**config.mk**
```make
export PLATFORM = sky130hd
export DESIGN_NAME = uart_rx_bus
export DESIGN_NICKNAME = d
export VERILOG_FILES = /design/src/rtl/uart_rx_bus.sv
export SDC_FILE = /design/constraint.sdc
export NUM_CORES = 1
export LEC_CHECK = 0
export CAP_MARGIN = 5
export CORE_ASPECT_RATIO = 0.9
export CORE_MARGIN = 2
export CORE_UTILIZATION = 50
export CTS_BUF_LIST = sky130_fd_sc_hd__clkbuf_4
export DETAILED_ROUTE_END_ITERATION = 7
export HOLD_SLACK_MARGIN = 0.1
export PLACE_DENSITY = 0.74
export SETUP_SLACK_MARGIN = 0.3
export SYNTH_ARGS = -nofsm -noshare
export SYNTH_HDL_FRONTEND = slang
export SYNTH_SLANG_ARGS = --single-unit
```
**constraint.sdc**
```tcl
create_clock -name clk -period 4.9 [get_ports clk]
set_input_delay 0.735 -clock clk [delete_from_list [all_inputs] [get_ports clk]]
set_output_delay 0.735 -clock clk [all_outputs]
set_load 0.01 [all_outputs]
```
**src/rtl/uart_rx_bus.sv**
```systemverilog
// uart_rx_bus: 8N1 UART receiver with a small receive FIFO behind a simple register read/write bus.
// Ports: clk, rst_n (async active-low); addr/rd_en/wr_en/wr_data bus in; rd_data/rd_valid bus out;
//        rx serial in (idle high, asynchronous); irq high while the receive FIFO holds data.

// Generic synchronous FIFO with occupancy count.
// Latency: head_dat shows the oldest entry combinationally; push/pop take effect at the next edge.
// Backpressure: push is dropped when full unless a pop in the same cycle frees the slot.
module uart_rx_fifo #(
    parameter int W  = 8,
    parameter int AW = 2
) (
    input  logic          clk,
    input  logic          rst_n,
    input  logic          push,
    input  logic [W-1:0]  push_dat,
    input  logic          pop,
    output logic [W-1:0]  head_dat,
    output logic [AW:0]   count,
    output logic          full,
    output logic          empty
);
    localparam int DEPTH = 1 << AW;

    logic [W-1:0]  mem [DEPTH];
    logic [AW-1:0] wr_ptr;
    logic [AW-1:0] rd_ptr;
    logic          push_ok;
    logic          pop_ok;

    assign full     = (count == DEPTH[AW:0]);
    assign empty    = (count == '0);
    assign head_dat = mem[rd_ptr];
    // A concurrent pop frees the head slot, so a push into a full FIFO still fits.
    assign push_ok  = push && (!full || pop);
    assign pop_ok   = pop && !empty;

    always_ff @(posedge clk) begin
        if (push_ok) begin
            mem[wr_ptr] <= push_dat;
        end
    end

    always_ff @(posedge clk or negedge rst_n) begin
        if (!rst_n) begin
            wr_ptr <= '0;
            rd_ptr <= '0;
            count  <= '0;
        end else begin
            // Pointers are exactly AW bits wide and wrap naturally.
            if (push_ok) wr_ptr <= wr_ptr + AW'(1);
            if (pop_ok)  rd_ptr <= rd_ptr + AW'(1);
            unique case ({push_ok, pop_ok})
                2'b10:   count <= count + (AW+1)'(1);
                2'b01:   count <= count - (AW+1)'(1);
                default: count <= count;
            endcase
        end
    end
endmodule

// UART receive peripheral: deframes 8N1 characters into a FIFO readable over the bus.
// Latency: byte enters FIFO at the stop-bit sample point; bus reads return data one cycle after rd_en.
// Backpressure: none on rx; a byte arriving with the FIFO full is dropped and OVR is set.
module uart_rx_bus #(
    parameter int DIV        = 104,
    parameter int DEPTH_LOG2 = 2
) (
    input  logic       clk,
    input  logic       rst_n,
    input  logic [2:0] addr,
    input  logic       rd_en,
    output logic [7:0] rd_data,
    output logic       rd_valid,
    input  logic       wr_en,
    input  logic [7:0] wr_data,
    input  logic       rx,
    output logic       irq
);
    // DIV must stay within 4..65535 so both reload values fit the 16-bit counter.
    localparam logic [15:0] HALF_RELOAD = 16'(DIV / 2 - 1);
    localparam logic [15:0] BIT_RELOAD  = 16'(DIV - 1);

    typedef enum logic [1:0] {S_IDLE, S_START, S_DATA, S_STOP} state_t;

    state_t                state;
    logic [15:0]           cnt;
    logic [2:0]            bit_idx;
    logic [7:0]            shreg;
    logic                  rx_meta;
    logic                  rxs;
    logic                  rxs_prev;
    logic                  ovr;
    logic                  ferr;

    logic                  stop_hit;
    logic                  push_req;
    logic                  ferr_set;
    logic                  ovr_set;
    logic                  ovr_clr;
    logic                  ferr_clr;
    logic                  pop;
    logic [7:0]            rd_mux;
    logic [7:0]            fifo_head;
    logic [DEPTH_LOG2:0]   fifo_count;
    logic                  fifo_full;
    logic                  fifo_empty;
    logic                  unused_bits;

    assign unused_bits = ^{addr[2], wr_data[7:3], wr_data[0]};

    // Two-flop synchroniser plus one history flop for falling-edge detection.
    // All three idle high so leaving reset never looks like a start bit.
    always_ff @(posedge clk or negedge rst_n) begin
        if (!rst_n) begin
            rx_meta  <= 1'b1;
            rxs      <= 1'b1;
            rxs_prev <= 1'b1;
        end else begin
            rx_meta  <= rx;
            rxs      <= rx_meta;
            rxs_prev <= rxs;
        end
    end

    always_ff @(posedge clk or negedge rst_n) begin
        if (!rst_n) begin
            state   <= S_IDLE;
            cnt     <= '0;
            bit_idx <= '0;
            shreg   <= '0;
        end else begin
            unique case (state)
                S_IDLE: begin
                    // Edge-triggered: a held-low break line never restarts a frame.
                    if (rxs_prev && !rxs) begin
                        state <= S_START;
                        cnt   <= HALF_RELOAD;
                    end
                end
                S_START: begin
                    if (cnt == '0) begin
                        if (!rxs) begin
                            state   <= S_DATA;
                            cnt     <= BIT_RELOAD;
                            bit_idx <= '0;
                        end else begin
                            state <= S_IDLE;
                        end
                    end else begin
                        cnt <= cnt - 16'd1;
                    end
                end
                S_DATA: begin
                    if (cnt == '0) begin
                        shreg   <= {rxs, shreg[7:1]};
                        cnt     <= BIT_RELOAD;
                        bit_idx <= bit_idx + 3'd1;
                        if (bit_idx == 3'd7) state <= S_STOP;
                    end else begin
                        cnt <= cnt - 16'd1;
                    end
                end
                S_STOP: begin
                    if (cnt == '0) state <= S_IDLE;
                    else           cnt   <= cnt - 16'd1;
                end
                default: state <= S_IDLE;
            endcase
        end
    end

    assign stop_hit = (state == S_STOP) && (cnt == '0);
    assign push_req = stop_hit && rxs;
    assign ferr_set = stop_hit && !rxs;
    assign pop      = rd_en && (addr[1:0] == 2'd0) && !fifo_empty;
    assign ovr_set  = push_req && fifo_full && !pop;
    assign ovr_clr  = wr_en && (addr[1:0] == 2'd1) && wr_data[1];
    assign ferr_clr = wr_en && (addr[1:0] == 2'd1) && wr_data[2];

    uart_rx_fifo #(
        .W  (8),
        .AW (DEPTH_LOG2)
    ) u_fifo (
        .clk      (clk),
        .rst_n    (rst_n),
        .push     (push_req),
        .push_dat (shreg),
        .pop      (pop),
        .head_dat (fifo_head),
        .count    (fifo_count),
        .full     (fifo_full),
        .empty    (fifo_empty)
    );

    always_comb begin
        rd_mux = 8'h00;
        unique case (addr[1:0])
            2'd0:    rd_mux = fifo_empty ? 8'h00 : fifo_head;
            2'd1:    rd_mux = {5'b0, ferr, ovr, !fifo_empty};
            2'd2:    rd_mux = 8'(fifo_count);
            default: rd_mux = 8'h00;
        endcase
    end

    always_ff @(posedge clk or negedge rst_n) begin
        if (!rst_n) begin
            rd_data  <= '0;
            rd_valid <= 1'b0;
            ovr      <= 1'b0;
            ferr     <= 1'b0;
            irq      <= 1'b0;
        end else begin
            rd_valid <= rd_en;
            if (rd_en) rd_data <= rd_mux;
            // Set has priority over a same-cycle software clear.
            ovr  <= (ovr  && !ovr_clr)  || ovr_set;
            ferr <= (ferr && !ferr_clr) || ferr_set;
            irq  <= (fifo_count != '0);
        end
    end
endmodule

```
# After elaboration in Yosys (flattened, before gate mapping)
# Memory sizes are Yosys's and may differ from the RTL's.
# Index checks and enable logic that the tools add are counted.
# classes
n_addsub	6
n_eq_ne	17
mux	22
n_reduce_logical	35
# op_table
operator	count
$mux 16	5
$pmux 16 s4	1
$pmux 8 s3	1
$logic_not 16->1	1
$sub 16x1->16 const B	1
$logic_and 1x1->1	15
$ne 2x2->1 const B	7
$mux 2	6
$pmux 3 s2	2
$mux 3	3
$eq 2x2->1 const B	4
$mux 8	1
$pmux 2 s4	1
$add 3x1->3 const B	2
$eq 2x1->1 const B	3
$eq 3x3->1 const B	2
$logic_not 1->1	6
$reduce_and 5->1	1
$add 2x1->2 const B	2
$logic_not 2->1	2
$reduce_and 4->1	1
$reduce_bool 2->1	2
$logic_not 3->1	1
$logic_or 1x1->1	3
other kinds (6)	7
# word_totals
register_bits	51
mem_bits_rw	32
out_inout_bits	10
n_memories	1
# memory_table
name	depth	word_bits	read_ports	rd_ports_with_merged_regs	write_ports	line	rtl
u_fifo.mem	4	8	1	0	1	24	logic [W-1:0] mem [DEPTH];

# Longest topological paths before layout
# logic_depth
ltp_word	7
depth_mapped	10
mapped_depth_nobuf	10

# Cells and area by module
# Synthesis repeated with hierarchy kept, for this count alone.
# unflattened
cells_unflattened	312
hier_area_um2	3902.5
# modules_own_cells
module	instances	cells_each	area_each_um2
uart_rx_bus	1	232	2314.7
uart_rx_fifo	1	80	1587.8

# Worst setup path before layout
# No wires, ideal clock.
# synth_path
path_kind	register -> register
start	reg cnt[0]
end	mem u_fifo.mem[0][0], enable pin
arrival_ns	2.474
slack_ns	2.095
path_stages_with_launch	8
synth_period_minus_slack_ns	2.805
path_cell_list	dfrtp_1 > inv_1 > ha_1 > or4b_2 > or4_1 > buf_6 > nor4b_4 > and2_1
# synth_between
elab_chain_cells	6
# synth_rtl
item	line	rtl
start, declared	86	logic [15:0] cnt;
start signal, assigned	150	cnt <= cnt - 16'd1;
start signal, assigned	160	cnt <= cnt - 16'd1;
start signal, assigned	165	else cnt <= cnt - 16'd1;
$logic_not 16->1	172	assign stop_hit = (state == S_STOP) && (cnt == '0);
$logic_and 1x1->1	172	
$logic_and 1x1->1	173	assign push_req = stop_hit && rxs;
$logic_and 1x1->1	34	assign push_ok = push && (!full || pop);
$mux 1	38	if (push_ok) begin
$mux 1 (not written as such)	39	mem[wr_ptr] <= push_dat;
end, declared	24	
# Every way passes these cells.

# Worst setup path after layout
# layout_path
start	reg cnt[0]
end	mem u_fifo.mem[0][1], enable pin
# Same word-level chain as after synthesis.

==> impl_metrics.yaml <==
finish:
  finish.instance_area_sq_um: 4250
  multi_input_comb_area_sq_um: 1510
  nets_finish: 355
  n_fill_cell: 606
  layout-area-overhead-vs-synth_pct: 10.4
  seq_area_sq_um: 2240
  share_of_the_core_filled_with_cells_in_the_final_layout: 0.566
  antenna_cells: 0
  drive_gt1_frac: 0.164
  finalNonFillerCells: 426
placement:
  inst_count_dp: 410
  place_hpwl_um: 4830
  numPortBuffers: 18
  gp_congestion: 0.867
  dpl_worst_slack_ps: 1510
  placement.cell_area_sq_um: 4110
timing:
  timing_worst_slew_pin_value_ps: 877
  achievable-frequency_mhz: 295
  setup_slack_ps: 1510
  period_minus_slack_ps: 3390
  finClkSkew_ps: 16.4
  setup_tns_after_final_layout_ps: 0
  final_min_period_over_clock_period: 0.691
  hold_violations: 0
  holdWs_ps: 367
  timing.slew.headroom: 0.410
  setup-violations-final: 0
  report.final.slew_viol_count: 0
  rsz_0062_raised_after_global_routing: "no"
clock_network:
  clock_insertion_delay_at_the_later_pin_of_the_skew_report_ps: 430
  cts-hold-fix-buffers: 0
  clock_path_buffers: 2
  root_buffer: "sky130_fd_sc_hd__clkbuf_4"
  post_cts_clock_slew_at_the_launch_and_capture_registers_of_the_worst_setup_and_hold_paths_ps: 130
  cts_buffers: 9
  cts_setup_buffers: 0
  cts.sink_count: 83
  cts.htree.levels: 3
  cts_repair_resize_count: 0
  tritoncts: "built"
global_route:
  grt_first_pass_wirelength_um: 11800
  antenna_violations_before_repair: 0
  grt_start_max_net_pins: 52
  global_route.usage.total: 0.185
  global_route.overflow_total: 0
  grt_pass1_vias: 2453
route:
  viasPerCell: 5.74
  route.detailed.drc: 0
  final_antenna_net_count: 0
  avgRoutedWirePerCell_um: 16.7
  firstDrtPassIters: 4
  routed_wl_um: 7100
  drt_first_iter_violations: 140
  via_count: 2447
yosys:
  postSynthNetCount: 333
  asyncSetResetFlopFracSynth: 0.614
  seq_area_frac_synth: 0.582
  commonest_cells_in_the_synthesized_netlist: "sky130_fd_sc_hd__dfrtp_1 (48), sky130_fd_sc_hd__edfxtp_1 (32), sky130_fd_sc_hd__nand2_1 (21), sky130_fd_sc_hd__nor2_1 (19), sky130_fd_sc_hd__o21ai_0 (18)"
  syn_avg_cell_area_sq_um: 12.7
  synth_top_cells_by_area: "sky130_fd_sc_hd__dfrtp_1 (31%), sky130_fd_sc_hd__edfxtp_1 (25%), sky130_fd_sc_hd__mux4_2 (4.7%)"
  yosys_warning_total: 0
  synth_top_area_frac: 0.312
  synth.distinct_cells: 57
  synth.ff_latch_count: 83
  synth-edff-count: 32
  syn-cell-area_sq_um: 3850
  postSynth.topFlopCell: "sky130_fd_sc_hd__dfrtp_1"
  synthCells: 303
  yosys.cell_count.top_type: "sky130_fd_sc_hd__dfrtp_1"
  yosysTopAreaCell: "sky130_fd_sc_hd__dfrtp_1"
critical_path:
  timing.setup.critical_path_class: "reg -> reg"
  critPathArrivalTime_ps: 3470
  critPathCaptureType: "flop"
  setup.worst_path.start_class: "flop"
  crit_path_cell_trace: "inv_1 -> ha_1 -> or4b_2 -> or4_1 -> nor4b_4 -> and2_1"
  cpPeakStageDelay_ps: 650
  crit_path_top_delay_cell: "sky130_fd_sc_hd__or4_1"
  cpLargestDelayFamily: "simple AND/OR/NAND/NOR gates"
  r2r_start: "cnt[0]$_DFFE_PN0P_"
  timing.critical_path.required_ps: 4990
  path_max_fanout: 8
  cp_num_buf_inv: 1
  launch_point_of_the_worst_path: "cnt[0]$_DFFE_PN0P_"
die:
  num_rows: 30
  io_pins: 26
  initial_utilization: 0.513
  die_w_um: 96.5
  die-area_sq_um: 8420
  core_area_sq_um: 7510
  dieHeight_um: 87.3
status:
  status: "completed"
worst_hold_path:
  min_from: "rx_meta$_DFF_PN1_"
  min-delay-path-class: "reg -> reg"
power:
  pwr-share-comb: 0.371
  p_int_mw: 1.34
  power.density_cell_area_nw_per_um2: 511
  totalPowerFinal_mw: 2.17
  vdd_ir_drop_max_uv: 174
  power.sequential.fraction: 0.442
  power.share.switching: 0.384
  p_sw_mw: 0.836
  clock_share_of_power: 0.187
  p_leak_nw: 1.68
flow_run:
  maxCapViolations: 0
-- final timing paths --
check | to | slack, ps | cells past startpoint
max | u_fifo.mem[0][1]$_DFFE_PP_ | 1510 | 6
min | rxs$_DFF_PN1_ | 370 | 0
max reg2reg | u_fifo.mem[0][1]$_DFFE_PP_ | 1510 | 6
min reg2reg | rxs$_DFF_PN1_ | 370 | 0
max in group asynchronous | cnt[5]$_DFFE_PN0P_ | 4060 | 2
min in group asynchronous | cnt[11]$_DFFE_PN0P_ | 380 | 2
-- cell type report --
| cell class | instances | share of cell area |
|---|---|---|
| Sequential cell | 83 | 0.527 |
| Multi-Input combinational cell | 197 | 0.355 |
| Timing Repair Buffer | 19 | 0.0430 |
| Tap cell | 96 | 0.0283 |
| Clock inverter | 7 | 0.0174 |
| Clock buffer | 9 | 0.0159 |
| Inverter | 15 | 0.0132 |
-- cells in the final DEF, fill, tap and decap left out, types with 5 or more instances in the layout --
| cell type | netlist | layout |
|---|---|---|
| sky130_fd_sc_hd__nand3_1 | 12 | 12 |
| sky130_fd_sc_hd__clkbuf_4 | 0 | 9 |
| sky130_fd_sc_hd__inv_1 | 15 | 15 |
| sky130_fd_sc_hd__nand2_1 | 21 | 21 |
| sky130_fd_sc_hd__a31oi_1 | 5 | 5 |
| sky130_fd_sc_hd__dfrtp_1 | 48 | 48 |
| sky130_fd_sc_hd__mux2_2 | 10 | 10 |
| sky130_fd_sc_hd__a22o_1 | 5 | 5 |
| sky130_fd_sc_hd__clkdlybuf4s50_1 | 0 | 17 |
| sky130_fd_sc_hd__nor2_1 | 19 | 19 |
| sky130_fd_sc_hd__nor3_1 | 6 | 6 |
| sky130_fd_sc_hd__mux4_2 | 8 | 8 |
| sky130_fd_sc_hd__edfxtp_1 | 32 | 32 |
| sky130_fd_sc_hd__a21oi_1 | 7 | 7 |
| sky130_fd_sc_hd__o21ai_0 | 18 | 18 |
| sky130_fd_sc_hd__ha_1 | 13 | 13 |
| sky130_fd_sc_hd__nor4_1 | 5 | 5 |
-- logic make-up after synthesis --
kind of cell,after synthesis,share of synthesized area
adder cells (fa/ha/maj),14,0.0474
flip-flops,83,0.582
AO/OA/AOI/OAI,64,0.119
AND/OR/NAND/NOR,93,0.131
multiplexers,19,0.0786
buffers and inverters,23,0.0263
XOR/XNOR,7,0.0159
-- power by group through the flow --
stage	Clock, mW	Sequential, mW	Combinational [mW]
floorplan	0	0.922	0.651
global placement	0	0.968	0.772
detailed placement	0	0.975	0.799
CTS	0.422	0.963	0.805
global route	0.448	0.980	0.895
finish	0.406	0.960	0.807
-- flip-flops by register name, summed over array words and instances, names as in the netlist, 2 cells and up, named ones only --
name           flops
u_fifo.count       3
u_fifo.wr_ptr      2
rd_data            8
bit_idx            3
u_fifo.mem        32
cnt               16
shreg              8
u_fifo.rd_ptr      2
-- metal layers --
layer  routed length [um]  vias to the layer above  GRT usage
met5                    0                        -          0
met4                  130                        0     0.0755
met3                  309                       12     0.0338
met2                 3290                       56      0.276
met1                 3370                     1202      0.269
li1                     -                     1177          -
No activity file was read; power rests on OpenSTA's default activity.
